`config.mk`:
```
export PLATFORM = sky130hd
export DESIGN_NAME = sc_game_progress_ctrl
export DESIGN_NICKNAME = d
export VERILOG_FILES = /design/src/rtl/sc_game_progress_ctrl.sv
export SDC_FILE = /design/constraint.sdc
export NUM_CORES = 1
export LEC_CHECK = 0
export ABC_CLOCK_PERIOD_IN_PS = 2000
export BUFFER_PORTS_ARGS = -buffer_cell sky130_fd_sc_hd__buf_2
export CAP_MARGIN = 10
export CORE_MARGIN = 5
export CORE_UTILIZATION = 37
export DETAILED_ROUTE_END_ITERATION = 7
export GPL_TIMING_DRIVEN = 0
export HOLD_SLACK_MARGIN = 0.08
export PLACE_DENSITY_LB_ADDON = 0.15
export SLEW_MARGIN = 0
export SYNTH_ARGS = -nofsm -noshare
export SYNTH_HDL_FRONTEND = slang
export SYNTH_SLANG_ARGS = --single-unit
```
`constraint.sdc`:
```
create_clock -name SC_STATEMACHINEGENERAL_CLOCK_50 -period 2 [get_ports SC_STATEMACHINEGENERAL_CLOCK_50]
set_clock_uncertainty 0.05 [all_clocks]
set_input_delay 0.2 -clock SC_STATEMACHINEGENERAL_CLOCK_50 [delete_from_list [all_inputs] [get_ports SC_STATEMACHINEGENERAL_CLOCK_50]]
set_output_delay 0.2 -clock SC_STATEMACHINEGENERAL_CLOCK_50 [all_outputs]
set_load 0.1 [all_outputs]
```
`src/rtl/sc_game_progress_ctrl.sv`:
```
// Game progress controller: tracks lives and level, sequences play, death/level-up
// pauses and the end-of-game states from debounced-by-edge button/sensor inputs.
module sc_game_progress_ctrl #(
    parameter int unsigned INIT_LIVES  = 3,
    parameter int unsigned MAX_LIVES   = 7,
    parameter int unsigned LAST_LEVEL  = 5,
    parameter int unsigned HOLD_CYCLES = 8
) (
    input  logic       SC_STATEMACHINEGENERAL_CLOCK_50,
    input  logic       SC_STATEMACHINEGENERAL_RESET_InHigh,
    input  logic       start_InLow,
    input  logic       collision_InLow,
    input  logic       goal_InLow,
    output logic [2:0] lives_Out,
    output logic [2:0] level_Out,
    output logic       play_enable_Out,
    output logic       frog_respawn_OutLow,
    output logic       game_over_Out,
    output logic       game_win_Out,
    output logic [2:0] debug_state
);

    typedef enum logic [2:0] {
        IDLE       = 3'd0,
        PLAY       = 3'd1,
        DEATH_HOLD = 3'd2,
        LEVEL_UP   = 3'd3,
        GAME_OVER  = 3'd4,
        WIN        = 3'd5
    } state_t;

    localparam logic [2:0] INIT_L    = 3'(INIT_LIVES);
    localparam logic [2:0] MAX_L     = 3'(MAX_LIVES);
    localparam logic [2:0] LAST_LVL  = 3'(LAST_LEVEL);
    localparam logic [7:0] HOLD_LAST = 8'(HOLD_CYCLES - 1);

    logic       clk;
    logic       rst;
    logic [2:0] in_vec;
    logic [2:0] sample;
    logic [2:0] prev;
    logic [2:0] armed;
    logic       rst_done;
    logic [2:0] evt;
    logic       start_evt;
    logic       coll_evt;
    logic       goal_evt;

    state_t     state;
    logic [2:0] lives;
    logic [2:0] level;
    logic [7:0] hold_cnt;
    logic       respawn_n;

    assign clk    = SC_STATEMACHINEGENERAL_CLOCK_50;
    assign rst    = SC_STATEMACHINEGENERAL_RESET_InHigh;
    assign in_vec = {start_InLow, collision_InLow, goal_InLow};

    // An input is only armed once a genuine post-reset high has been sampled,
    // so a line held low across reset release cannot fake a falling edge.
    always_ff @(posedge clk or posedge rst) begin
        if (rst) begin
            sample   <= 3'b111;
            prev     <= 3'b111;
            armed    <= 3'b000;
            rst_done <= 1'b0;
        end else begin
            sample   <= in_vec;
            prev     <= sample;
            armed    <= armed | (sample & {3{rst_done}});
            rst_done <= 1'b1;
        end
    end

    assign evt       = armed & prev & ~sample;
    assign start_evt = evt[2];
    assign coll_evt  = evt[1];
    assign goal_evt  = evt[0];

    always_ff @(posedge clk or posedge rst) begin
        if (rst) begin
            state     <= IDLE;
            lives     <= INIT_L;
            level     <= 3'd0;
            hold_cnt  <= 8'd0;
            respawn_n <= 1'b1;
        end else begin
            respawn_n <= 1'b1;
            case (state)
                IDLE: begin
                    lives    <= INIT_L;
                    level    <= 3'd0;
                    hold_cnt <= 8'd0;
                    if (start_evt) begin
                        state     <= PLAY;
                        respawn_n <= 1'b0;
                    end
                end
                PLAY: begin
                    hold_cnt <= 8'd0;
                    // Collision wins over a simultaneous goal.
                    if (coll_evt) begin
                        if (lives <= 3'd1) begin
                            lives <= 3'd0;
                            state <= GAME_OVER;
                        end else begin
                            lives <= lives - 3'd1;
                            state <= DEATH_HOLD;
                        end
                    end else if (goal_evt) begin
                        level <= level + 3'd1;
                        if (lives < MAX_L) begin
                            lives <= lives + 3'd1;
                        end
                        if (level + 3'd1 == LAST_LVL) begin
                            state <= WIN;
                        end else begin
                            state <= LEVEL_UP;
                        end
                    end
                end
                DEATH_HOLD, LEVEL_UP: begin
                    if (hold_cnt == HOLD_LAST) begin
                        hold_cnt  <= 8'd0;
                        state     <= PLAY;
                        respawn_n <= 1'b0;
                    end else begin
                        hold_cnt <= hold_cnt + 8'd1;
                    end
                end
                GAME_OVER, WIN: begin
                    if (start_evt) begin
                        state <= IDLE;
                        lives <= INIT_L;
                        level <= 3'd0;
                    end
                end
                default: begin
                    state    <= IDLE;
                    lives    <= INIT_L;
                    level    <= 3'd0;
                    hold_cnt <= 8'd0;
                end
            endcase
        end
    end

    assign lives_Out           = lives;
    assign level_Out           = level;
    assign play_enable_Out     = (state == PLAY);
    assign game_over_Out       = (state == GAME_OVER);
    assign game_win_Out        = (state == WIN);
    assign frog_respawn_OutLow = respawn_n;
    assign debug_state         = state;

endmodule

```
==> After elaboration in Yosys (flattened, before gate mapping) <==
Index checks and enable logic that the tools add are counted.
{ "classes": {"n_reduce_logical": 6, "n_eq_ne": 14, "magnitude_cmp": 2, "add_sub_neg": 4, "mux": 22, "n_bitwise": 6} }
{ "op_table": {"columns": ["operator", "n"], "rows": [
  ["$mux 3", 14],
  ["$pmux 3 s3", 2],
  ["$pmux 8 s2", 1],
  ["$pmux 3 s4", 1],
  ["$reduce_and 4->1", 3],
  ["$and 3x3->3", 3],
  ["$eq 3x3->1 const B", 3],
  ["$add 8x1->8 const B", 1],
  ["$eq 8x3->1 const B", 1],
  ["$mux 8", 1],
  ["$ne 2x2->1 const B", 4],
  ["$add 3x1->3 const B", 2],
  ["$eq 3x2->1 const B", 2],
  ["$ne 3x1->1 const B", 2],
  ["$reduce_or 2->1", 2],
  ["$eq 3x1->1 const B", 1],
  ["$le 3x1->1 const B", 1],
  ["$logic_not 3->1", 1],
  ["$lt 3x3->1 const B", 1],
  ["$not 3->3", 1],
  ["$or 3x3->3", 1],
  ["$sub 3x1->3 const B", 1],
  ["$mux 1", 2],
  ["$ne 2x1->1 const B", 1],
  ["2 further kinds", 2]
]} }
{ "totals": {"wordCells": 63, "ff_bits": 28, "output_inout_bits": 13, "in_bits": 5} }

==> Logic depth before layout (Yosys ltp) <==
Gate-level depths: netlist of the first run.
{ "logic_depth": {"ltp_word": 6, "depth_mapped": 6, "ltp_nobuf": 6} }

==> Worst setup path before layout of the first run <==
No wires, ideal clock.
{ "synth_timing": {"kind": "register to register", "startpoint": "reg state[0] (netlist: debug_state[0])", "endpoint": "reg lives[0] (netlist: lives_Out[0])", "arrival_ns": 2.650, "synth_period_minus_slack_ns": 2.782, "n_path_buf": 1, "stages_incl_launch_ff": 6, "setup_ns": 0.082, "slack_ns": -0.782, "required_time_ns": 1.868, "cell_sequence": "dfrtp_1 > or3b_1 > buf_2 > inv_1 > o21ai_0 > mux2_2"} }
{ "synth_between": {"word_cells_on_any_way": 13, "cone_classes": "eq/ne: 8; mux: 1; bitwise: 1; reduce/logical: 3"} }
{ "synth_rtl": {"columns": ["element", "line_no", "source"], "rows": [
  ["start: declaration", "49", "state_t state;"],
  ["start signal: assignment", "82", "state <= IDLE;"],
  ["start signal: assignment", "95", "state <= PLAY;"],
  ["start signal: assignment", "105", "state <= GAME_OVER;"],
  ["$eq 3x1->1 *", null, null],
  ["via play_enable_Out", "16", "output logic play_enable_Out,"],
  ["$ne 3x1->1 (no line)", null, null],
  ["$reduce_and 4->1 (no line)", null, null],
  ["end signal: assignment", "107", "lives <= lives - 3'd1;"],
  ["end signal: assignment", "113", "lives <= lives + 3'd1;"],
  ["end: declaration", "50", "logic [2:0] lives;"]
]} }
Mark *: on every way through the listed nets, which the timed path passes. The rest lies on a longest branch.
A chain may end at the register's enable or synchronous reset.

==> Final worst setup path of the first run <==
{ "layout_timing": {"startpoint": "reg state[2] (netlist: debug_state[2])", "endpoint": "reg level[0] (netlist: level_Out[0])"} }
{ "layout_between": {"elab_chain_cells": 4, "word_cells_on_any_way": 13, "cone_classes": "eq/ne: 8; mux: 1; bitwise: 1; reduce/logical: 3"} }
{ "layout_lines": {"columns": ["element", "line_no", "source"], "rows": [
  ["$eq 3x3->1 / $eq 3x2->1 (equally long branches)", "89", "case (state)"],
  ["$reduce_or 2->1", "89", null],
  ["$ne 2x2->1 (no line) / $not 1->1 (equally long branches)", null, null],
  ["$reduce_and 4->1 (no line)", null, null],
  ["end signal: assignment", "111", "level <= level + 3'd1;"],
  ["end: declaration", "51", "logic [2:0] level;"]
]} }
Parallel ways exist; a longest one is shown, timed or not.

==> results of run 1 <==
state kept, by name, indices dropped and copies added (netlist names):
name                 cells
hold_cnt                 8
level_Out                3
prev                     3
rst_done                 1
lives_Out                3
armed                    3
debug_state              3
frog_respawn_OutLow      1
sample                   3
cell usage in the layout, fill, tap and decap left out, drive strengths merged, types with 3 or more instances in the layout:
cell / Yosys / layout
a21o: 4 / 4
nand3: 5 / 5
nor2: 8 / 8
dfrtp: 19 / 19
mux2i: 3 / 3
o21ai: 7 / 7
and3b: 3 / 3
xor2: 4 / 4
o41ai: 3 / 3
a21oi: 5 / 5
dfstp: 9 / 9
inv: 8 / 7
nand2: 8 / 8
ha: 6 / 6
buf: 1 / 24
nor2b: 4 / 4
dlygate4sd3: 0 / 4
nor3b: 3 / 3
clkbuf: 2 / 6
critical path, stage by stage, from the launching register on:
cell and delay [ns]:
dfrtp_4 0.53, or3b_1 0.40, buf_6 0.15, o221ai_1 0.35, mux2_2 0.39
area by class of cell:
class | count | area, um2
clock buffers | 4 | 66.3
plain buffers | 3 | 20.0
well taps | 48 | 60.1
fillers | 360 | 1900
inverters | 8 | 33.8
flip-flops and latches | 28 | 732
repair buffers | 27 | 208
multi-input cells | 94 | 728
routing by layer:
layer / vias to the layer above / part of all wire / track usage / routed length, um
met5: - / 0 / 0 / 0
met2: 17 / 0.45 / 0.184 / 1330
met4: 0 / 0.0044 / 0.0225 / 13
met3: 2 / 0.048 / 0.0358 / 140
li1: 544 / - / - / -
met1: 520 / 0.49 / 0.165 / 1440
kinds of logic after synthesis:
family,after synthesis
simple gates,44
compound gates,33
flops,28
buf+inv,11
fa+ha+maj,6
xor+xnor,5
mux,5
other cells,1
power by group:
group          leakage (nW)  switching [mW]  internal (mW)
clock network        0.0339           0.176          0.218
logic                 0.450           0.911          0.453
registers             0.323           0.145          0.721
worst max path at each step:
stage	slack, ns	to	cells after the start
3_3_place_gp	-0.1	frog_respawn_OutLow$_DFF_PP1_	5
4_1_cts	-0.01	frog_respawn_OutLow$_DFF_PP1_	5
5_1_grt	-0.05	level_Out[0]$_DFFE_PP0P_	4
6_report	0.01	level_Out[0]$_DFFE_PP0P_	4
2_1_floorplan	-0.06	level_Out[2]$_DFFE_PP0P_	6
3_5_place_dp	-0.09	frog_respawn_OutLow$_DFF_PP1_	5
through the flow:
| stage | instances | hold WS (ns) |
|---|---|---|
| final | 212 | 0.327 |
| after global routing | 212 | 0.335 |
| after CTS | 210 | 0.162 |
| after detailed placement | 198 | 0.256 |
| after global placement | 198 | 0.255 |
| after floorplan | 133 | 0.154 |
what timing repair did:
action / CTS / global route
hold buffers: 3 / 1
hold endpoints to repair: 3 / 6
setup buffers: 5 / 0
pin swaps: 3 / 2
gates resized for setup: 8 / 3
setup endpoints to repair: 6 / 5
==> results.md, run 1 <==
- Max-cap violations: 0
- Share of layout cells above drive strength 1: 0.348
- Area contributors post-synth: dfrtp_1 (33%), dfstp_2 (16%), ha_1 (5.2%)
- Row count: 22
- Max Fclk: 503 MHz
- Final Util: 0.494
- Pre-CTS setup slack: -0.0950 ns
- WHS Endpoint: prev[0]$_DFF_PP1_
- Total track usage: 0.119
- Hold crit path type: flip-flop to flip-flop
- Antenna-violating nets left: 0
- Nets: 176
- Synth warn: 0
- Post-synth EDFFs: 0
- Mux contribution to synthesized area: 0.0362
- Top-count cell post-synth: dfrtp_1
- Die area: 5280 um2
- Post-route design area: 1850 um2
- CTS H-Tree Depth: 1
- First-pass GRT wire length: 5020 um
- HPWL Detailed: 2040 um
- Final WS setup: 0.0139 ns
- DRC: 0
- Flops & latches, synth: 28
- Syn_area_per_cell: 10.9 um2
- Arrival time worst endpoint: 2.10 ns
- Clock sink count: 28
- Root buffer cell: clkbuf_8
- Placement-stage cell area: 1640 um2
- Placer Congestion: 0.796
- P_leak: 0.807 nW
- Xor/xnor share of the synthesized area: 0.0302
- HP Start: sample[0]$_DFF_PP1_
- Asr flop ratio synth: 1.00
- WL final: 2920 um
- Mapped Area: 1450 um2
- Synth top area share: 0.328
- Die Y: 72.6 um
- Hold depth: 0
- RR Endpoint: level_Out[0]$_DFFE_PP0P_
- Vias: 1083
- Ant. Diodes: 0
- DRT Pass-1 Iters: 4
- Largest net degree at the start of global routing: 29
- Min Tclk post-route: 1.99 ns
- Final hold violations: 0
- PortBufs: 17
- First DRT Iteration DRCs: 53
- I/O Pins: 18
- Final setup TNS: 0 ns
- Dominant synthesized flop cell: dfrtp_1
- Cells after Synth: 133
- Drt wl/cell: 13.8 um
- Endpoints failing setup: 0
- Critical path startpoint category: flip-flop
- CP endpoint kind: flip-flop
- Clock transition at the registers of the reported paths: 0.10 ns
- Clk buf depth: 2
- Post-Synthesis Net Count: 144
- Max Transition Viols Final: 0
- Crit Reg-Reg Startpoint: debug_state[2]$_DFFE_PP0P_
- Simple-gate share of the synthesized area: 0.175
- Core ar.: 3740 um2
- Sequential share of the synthesized area: 0.491
- Worst-path fanout max: 9
- Fin crit share: 0.993
- Synth Area in Adders: 0.0517
- FF-to-FF path depth: 4
- Clock latency on the worst-skew pair: 0.27 ns
- Flop-to-flop setup slack: 0.01 ns
- Netlist cell types: 44
- Max IR drop VDD: 0.000493 V
- Starting density of the core: 0.388
- Number of global-route vias before repair: 1090
- Grt ovf: 0
- Synth top cells by count: dfrtp_1 (19), dfstp_2 (9), inv_1 (8), nand2_1 (8), nor2_1 (8)
- Layout area overhead: 27.3%
- Post-synthesis compound-gate area fraction: 0.184
- Largest family of logic cells by synthesized area: compound AO/OA/AOI/OAI gates
- Tot Pwr: 2.62 mW
- RSZ-0062 raised after global routing: yes
- PwrDens: 1420 nW/um2
- Vias per cell: 5.11
- CP Launch Point: debug_state[2]$_DFFE_PP0P_
- Area leader, netlist: dfrtp_1
- Die W: 72.6 um
- Data required, critical path: 2.11 ns
- Crit path kind: flip-flop to flip-flop
- Antenna violations before repair: 0
- CTS tree: built
- Status: finished clean
- CTS Buf Count: 3
Power figures use the tool's default switching activity.
==> inputs of run 2 (changes only) <==
Settings changed: CORE_ASPECT_RATIO set to 0.8.
==> results.md, run 2 (synthesis gave the netlist of run 1 again) <==
- Status: finished clean
- Dpl cells: 205 (+3.5%)
- Max IR drop VDD: 0.000865 V (+76%)
- PwrDens: 1440 nW/um2 (+1.6%)
- Crit Reg-Reg Startpoint: hold_cnt[0]$_DFFE_PP0P_
- Sw Share: 0.465 (-0.00394)
- Data required, critical path: 2.16 ns (+0.05 ns)
- CP endpoint kind: flip-flop
- Placement-stage cell area: 1650 um2 (+0.53%)
- P_leak: 0.800 nW (-0.86%)
- Logic pwr share: 0.511 (-0.009)
- HP Start: sample[2]$_DFF_PP1_
- CTS Buf Count: 3 (unchanged)
- Leading cell type in the layout, fill and taps excluded: dfrtp_1
- Vias per cell: 5.08 (-0.58%)
- Die Y: 66.0 um (-9.1%)
- Number of global-route vias before repair: 992 (-9.0%)
- First DRT Iteration DRCs: 45 (-15%)
- Ant. Diodes: 0 (unchanged)
- WL final: 2980 um (+1.9%)
- Placer Congestion: 0.847 (+6.5%)
- I/O Pins: 18 (unchanged)
- Most frequent cells in the layout: dfrtp_1 (16), buf_2 (15), nand2_1 (8)
- Seq pwr share: 0.324 (-0.006)
- NetSw: 1.25 mW (+1.8%)
- Max Fclk: 508 MHz (+0.86%)
- RR Endpoint: frog_respawn_OutLow$_DFF_PP1_
- Tot Pwr: 2.69 mW (+2.7%)
- Hold crit path type: flip-flop to flip-flop
- CTS H-Tree Depth: 1 (unchanged)
- PortBufs: 17 (unchanged)
- Max FFs per register: 8 (unchanged)
- Clk pwr share: 0.165 (+0.015)
- Post-route design area: 1870 um2 (+1.1%)
- Row count: 20 (-9.1%)
- Final Util: 0.491 (-0.00253)
- Share of layout cells above drive strength 1: 0.342 (-0.00595)
- Arrival time worst endpoint: 2.13 ns (+0.03 ns)
- Antenna-violating nets left: 0 (unchanged)
- Crit path kind: flip-flop to flip-flop
- Die W: 80.0 um (+10%)
- Most flops, register: hold_cnt
- Die area: 5280 um2 (+0.15%)
- Drt wl/cell: 13.8 um (about the same)
- Grt ovf: 0 (unchanged)
- Final hold violations: 0 (unchanged)
- Critical path startpoint category: flip-flop
- Vias: 1097 (+1.3%)
- Core ar.: 3800 um2 (+1.6%)
- WHS Endpoint: prev[2]$_DFF_PP1_
- FF-to-FF path depth: 5 (+1)
- Endpoints failing setup: 0 (unchanged)
- Worst-path fanout max: 5 (-4)
- DRT Pass-1 Iters: 4 (unchanged)
- Clock transition at the registers of the reported paths: 0.10 ns (about the same)
- RSZ-0062 raised after global routing: yes
- First-pass GRT wire length: 4850 um (-3.4%)
- Min Tclk post-route: 1.97 ns (-0.0169 ns)
- Final std cells w/o fill: 216 (+1.9%)
- Fin crit share: 0.985 (-0.00843)
- Layout area overhead: 28.7%
- HPWL Detailed: 2050 um (+0.46%)
- Max Transition Viols Final: 0 (unchanged)
- Max-cap violations: 0 (unchanged)
- CTS tree: built
- Nets: 173 (-1.7%)
- Starting density of the core: 0.382 (-0.00612)
- Largest net degree at the start of global routing: 29 (unchanged)
- Pint: 1.44 mW (+3.4%)
- Total track usage: 0.117 (-0.00194)
- Clock latency on the worst-skew pair: 0.28 ns (about the same)
- Flop-to-flop setup slack: 0.03 ns (+0.02 ns)
- Clock sink count: 28 (unchanged)
- Root buffer cell: clkbuf_8
- Clk buf depth: 2 (unchanged)
- Antenna violations before repair: 0 (unchanged)
- Hold depth: 0 (unchanged)
- DRC: 0 (unchanged)
==> run 2: timing repair <==
action,in CTS,in global routing
setup buffers,2,0
endpoints found under the hold margin,3,2
pin swaps,3,4
hold buffers,3,1
gates resized for setup,8,6
endpoints found under the setup margin,5,11
==> run 2: worst max path at each step <==
stage                                                to  slack [ns]                        from
after detailed placement  frog_respawn_OutLow$_DFF_PP1_        -0.1     hold_cnt[0]$_DFFE_PP0P_
after CTS                 frog_respawn_OutLow$_DFF_PP1_       -0.08     hold_cnt[0]$_DFFE_PP0P_
after floorplan                level_Out[2]$_DFFE_PP0P_       -0.06  debug_state[0]$_DFFE_PP0P_
after global routing      frog_respawn_OutLow$_DFF_PP1_       -0.06     hold_cnt[0]$_DFFE_PP0P_
final                     frog_respawn_OutLow$_DFF_PP1_        0.03     hold_cnt[0]$_DFFE_PP0P_
after global placement    frog_respawn_OutLow$_DFF_PP1_       -0.09     hold_cnt[0]$_DFFE_PP0P_
==> run 2: per-stage QoR <==
| step | worst slack, ns | TNS [ns] | hold slack (ns) |
|---|---|---|---|
| final | 0.0307 | 0 | 0.325 |
| after CTS | -0.0803 | -0.0885 | 0.157 |
| after global placement | -0.0936 | -0.181 | 0.255 |
| after global routing | -0.0553 | -0.0971 | 0.335 |
| after floorplan | -0.0639 | -0.199 | 0.154 |
| after detailed placement | -0.0977 | -0.208 | 0.257 |
==> run 2: cell type report <==
type	instances	area (um2)
sequential	28	731
clock buffer	3	41.3
multi-input combinational	94	758
clock inverter	1	30.0
timing repair buffer	24	185
fill	367	1940
buffer	3	20.0
tap	55	68.8
inverter	8	33.8
==> run 2: power groups by stage <==
stage / clock network [mW] / registers (mW) / logic, mW
final: 0.444 / 0.873 / 1.38
after global routing: 0.481 / 0.899 / 1.47
after CTS: 0.457 / 0.871 / 1.31
after detailed placement: 0 / 0.877 / 1.25
after global placement: 0 / 0.872 / 1.22
after floorplan: 0 / 1.31 / 0.597
==> run 2: metal layers <==
| layer | GRT usage | routed length (um) |
|---|---|---|
| met1 | 0.159 | 1400 |
| met2 | 0.187 | 1420 |
| met3 | 0.0341 | 141 |
| met4 | 0.0190 | 19 |
| met5 | 0 | 0 |
==> run 2: worst max-delay path, cell delays in order, from the launching register on <==
cell and delay (ns):
dfrtp_1 0.41, ha_2 0.20, or4b_4 0.50, o41ai_4 0.28, o41ai_2 0.15, or3_1 0.32
==> inputs of run 3 (changes only) <==
Settings changed: CORE_UTILIZATION 37 to 33, PLACE_DENSITY set to 0.64, PLACE_DENSITY_LB_ADDON 0.15 to not set.
==> results.md, run 3 (synthesis gave the netlist of run 1 again) <==
- Status: finished clean
- Most flops, register: hold_cnt
- First-pass GRT wire length: 5180 um (+6.8%)
- Slew margin rel.: 0.278
- Antenna violations before repair: 0 (unchanged)
- WL final: 3090 um (+3.6%)
- Antenna-violating nets left: 0 (unchanged)
- Final hold violations: 0 (unchanged)
- DRC: 0 (unchanged)
- Clock latency on the worst-skew pair: 0.28 ns (about the same)
- Core ar.: 4230 um2 (+11%)
- Total track usage: 0.109 (-0.00772)
- Grt ovf: 0 (unchanged)
- Slew @ Worst Pin: 1.08 ns
- Starting density of the core: 0.343 (-0.0385)
- First DRT Iteration DRCs: 97 (+120%)
- Flop-to-flop setup slack: 0.07 ns (+0.03 ns)
- Filler instances: 375 (+2.2%)
- Multi-input gate area: 747 um2 (-1.5%)
- Max IR drop VDD: 0.000882 V (+1.9%)
- RSZ-0062 raised after global routing: yes
- Share of layout cells above drive strength 1: 0.358 (+0.0164)
- Die Y: 69.3 um (+5.0%)
- DRT Pass-1 Iters: 4 (unchanged)
- Final setup TNS: 0 ns (unchanged)
- CP endpoint kind: output port
- Layout area overhead: 26.8%
- Number of global-route vias before repair: 1116 (+13%)
- Pre-CTS setup slack: -0.0839 ns (+0.0139 ns)
- Critical path startpoint category: flip-flop
- Max-cap violations: 0 (unchanged)
- Drt wl/cell: 14.1 um (+2.2%)
- Row count: 21 (+5.0%)
- Arrival time worst endpoint: 1.68 ns (-0.45 ns)
- Final WS setup: 0.0651 ns (+0.0344 ns)
- Max Transition Viols Final: 0 (unchanged)
- Max Fclk: 517 MHz (+1.8%)
- Largest net degree at the start of global routing: 29 (unchanged)
- Die area: 5830 um2 (+10%)
- Placer Congestion: 0.836 (-1.4%)
- HPWL Detailed: 2140 um (+4.2%)
- CTS Buf Count: 3 (unchanged)
- Vias per cell: 5.21 (+2.7%)
- Root buffer cell: clkbuf_8
- Fin crit share: 0.967 (-0.0172)
- Crit path kind: flip-flop to output port
- Max FFs per register: 8 (unchanged)
- P_leak: 0.795 nW (-0.63%)
- CTS tree: built
- Ant. Diodes: 0 (unchanged)
- Data required, critical path: 1.75 ns (-0.41 ns)
- Most frequent cells in the layout: dfrtp_1 (15), buf_2 (15), nand2_1 (8)
- Vias: 1142 (+4.1%)
- Dpl cells: 207 (+0.98%)
- Worst-path fanout max: 9 (+4)
- Reg area: 732 um2 (+0.17%)
- Clock sink count: 28 (unchanged)
- Hold crit path type: input port to async pin
- Clk buf depth: 2 (unchanged)
- Final std cells w/o fill: 219 (+1.4%)
- Tot Pwr: 2.67 mW (-1.0%)
- CTS H-Tree Depth: 1 (unchanged)
- PortBufs: 17 (unchanged)
- I/O Pins: 18 (unchanged)
- Min Tclk post-route: 1.93 ns (-0.0344 ns)
- PwrDens: 1450 nW/um2 (+0.45%)
- Endpoints failing setup: 0 (unchanged)
- Nets: 174 (+0.58%)
- Die W: 84.1 um (+5.1%)
- Clock transition at the registers of the reported paths: 0.09 ns (about the same)
[run 3: worst paths after layout]
check                                                                        from                          to  cells after the start
max reg2reg                                            debug_state[2]$_DFFE_PP0P_    lives_Out[0]$_DFFE_PP1P_                      5
min reg2reg                                                   sample[2]$_DFF_PP1_           prev[2]$_DFF_PP1_                      0
max in group asynchronous                     SC_STATEMACHINEGENERAL_RESET_InHigh  debug_state[1]$_DFFE_PP0P_                      2
max                                                    debug_state[2]$_DFFE_PP0P_             play_enable_Out                      4
min                                           SC_STATEMACHINEGENERAL_RESET_InHigh          armed[2]$_DFF_PP0_                      2
min in group SC_STATEMACHINEGENERAL_CLOCK_50                  sample[2]$_DFF_PP1_           prev[2]$_DFF_PP1_                      0
[run 3: power breakdown]
part	total [mW]	switching [mW]	internal, mW
clock	0.393	0.175	0.218
sequential	0.872	0.152	0.721
combinational	1.40	0.933	0.467
[run 3: final cells by class]
cell class / instances / area share
Buffer: 3 / 0.0109
Clock buffer: 4 / 0.0360
Inverter: 8 / 0.0184
Multi-Input combinational cell: 94 / 0.406
Sequential cell: 28 / 0.398
Tap cell: 57 / 0.0387
Timing Repair Buffer: 25 / 0.0925
[run 3: worst max-delay path, stage by stage, from the launching register on]
cell and delay (ns):
dfrtp_4 0.54, or3b_1 0.40, buf_6 0.16, clkinvlp_4 0.14
buf_12 0.19
[run 3: metrics by stage]
step | util | hold slack (ns) | instance area (um2)
final | 0.435 | 0.135 | 1840
after global routing | 0.435 | 0.210 | 1840
after CTS | 0.428 | 0.156 | 1810
after detailed placement | 0.390 | 0.256 | 1650
after global placement | 0.390 | 0.254 | 1650
after floorplan | - | 0.154 | 1490
[run 3: per-layer routing]
layer | track usage | wire length (um)
met4 | 0.0446 | 34
met3 | 0.0261 | 166
met5 | 0 | 0
met2 | 0.191 | 1580
met1 | 0.128 | 1310
[run 3: what timing repair did]
| action | 4_1_cts | 5_1_grt |
|---|---|---|
| buffers inserted | 5 | 0 |
| hold buffers | 3 | 0 |
| endpoints found under the setup margin | 6 | 6 |
| pin swaps | 3 | 1 |
| endpoints found under the hold margin | 3 | 0 |
| gates resized for setup | 8 | 7 |
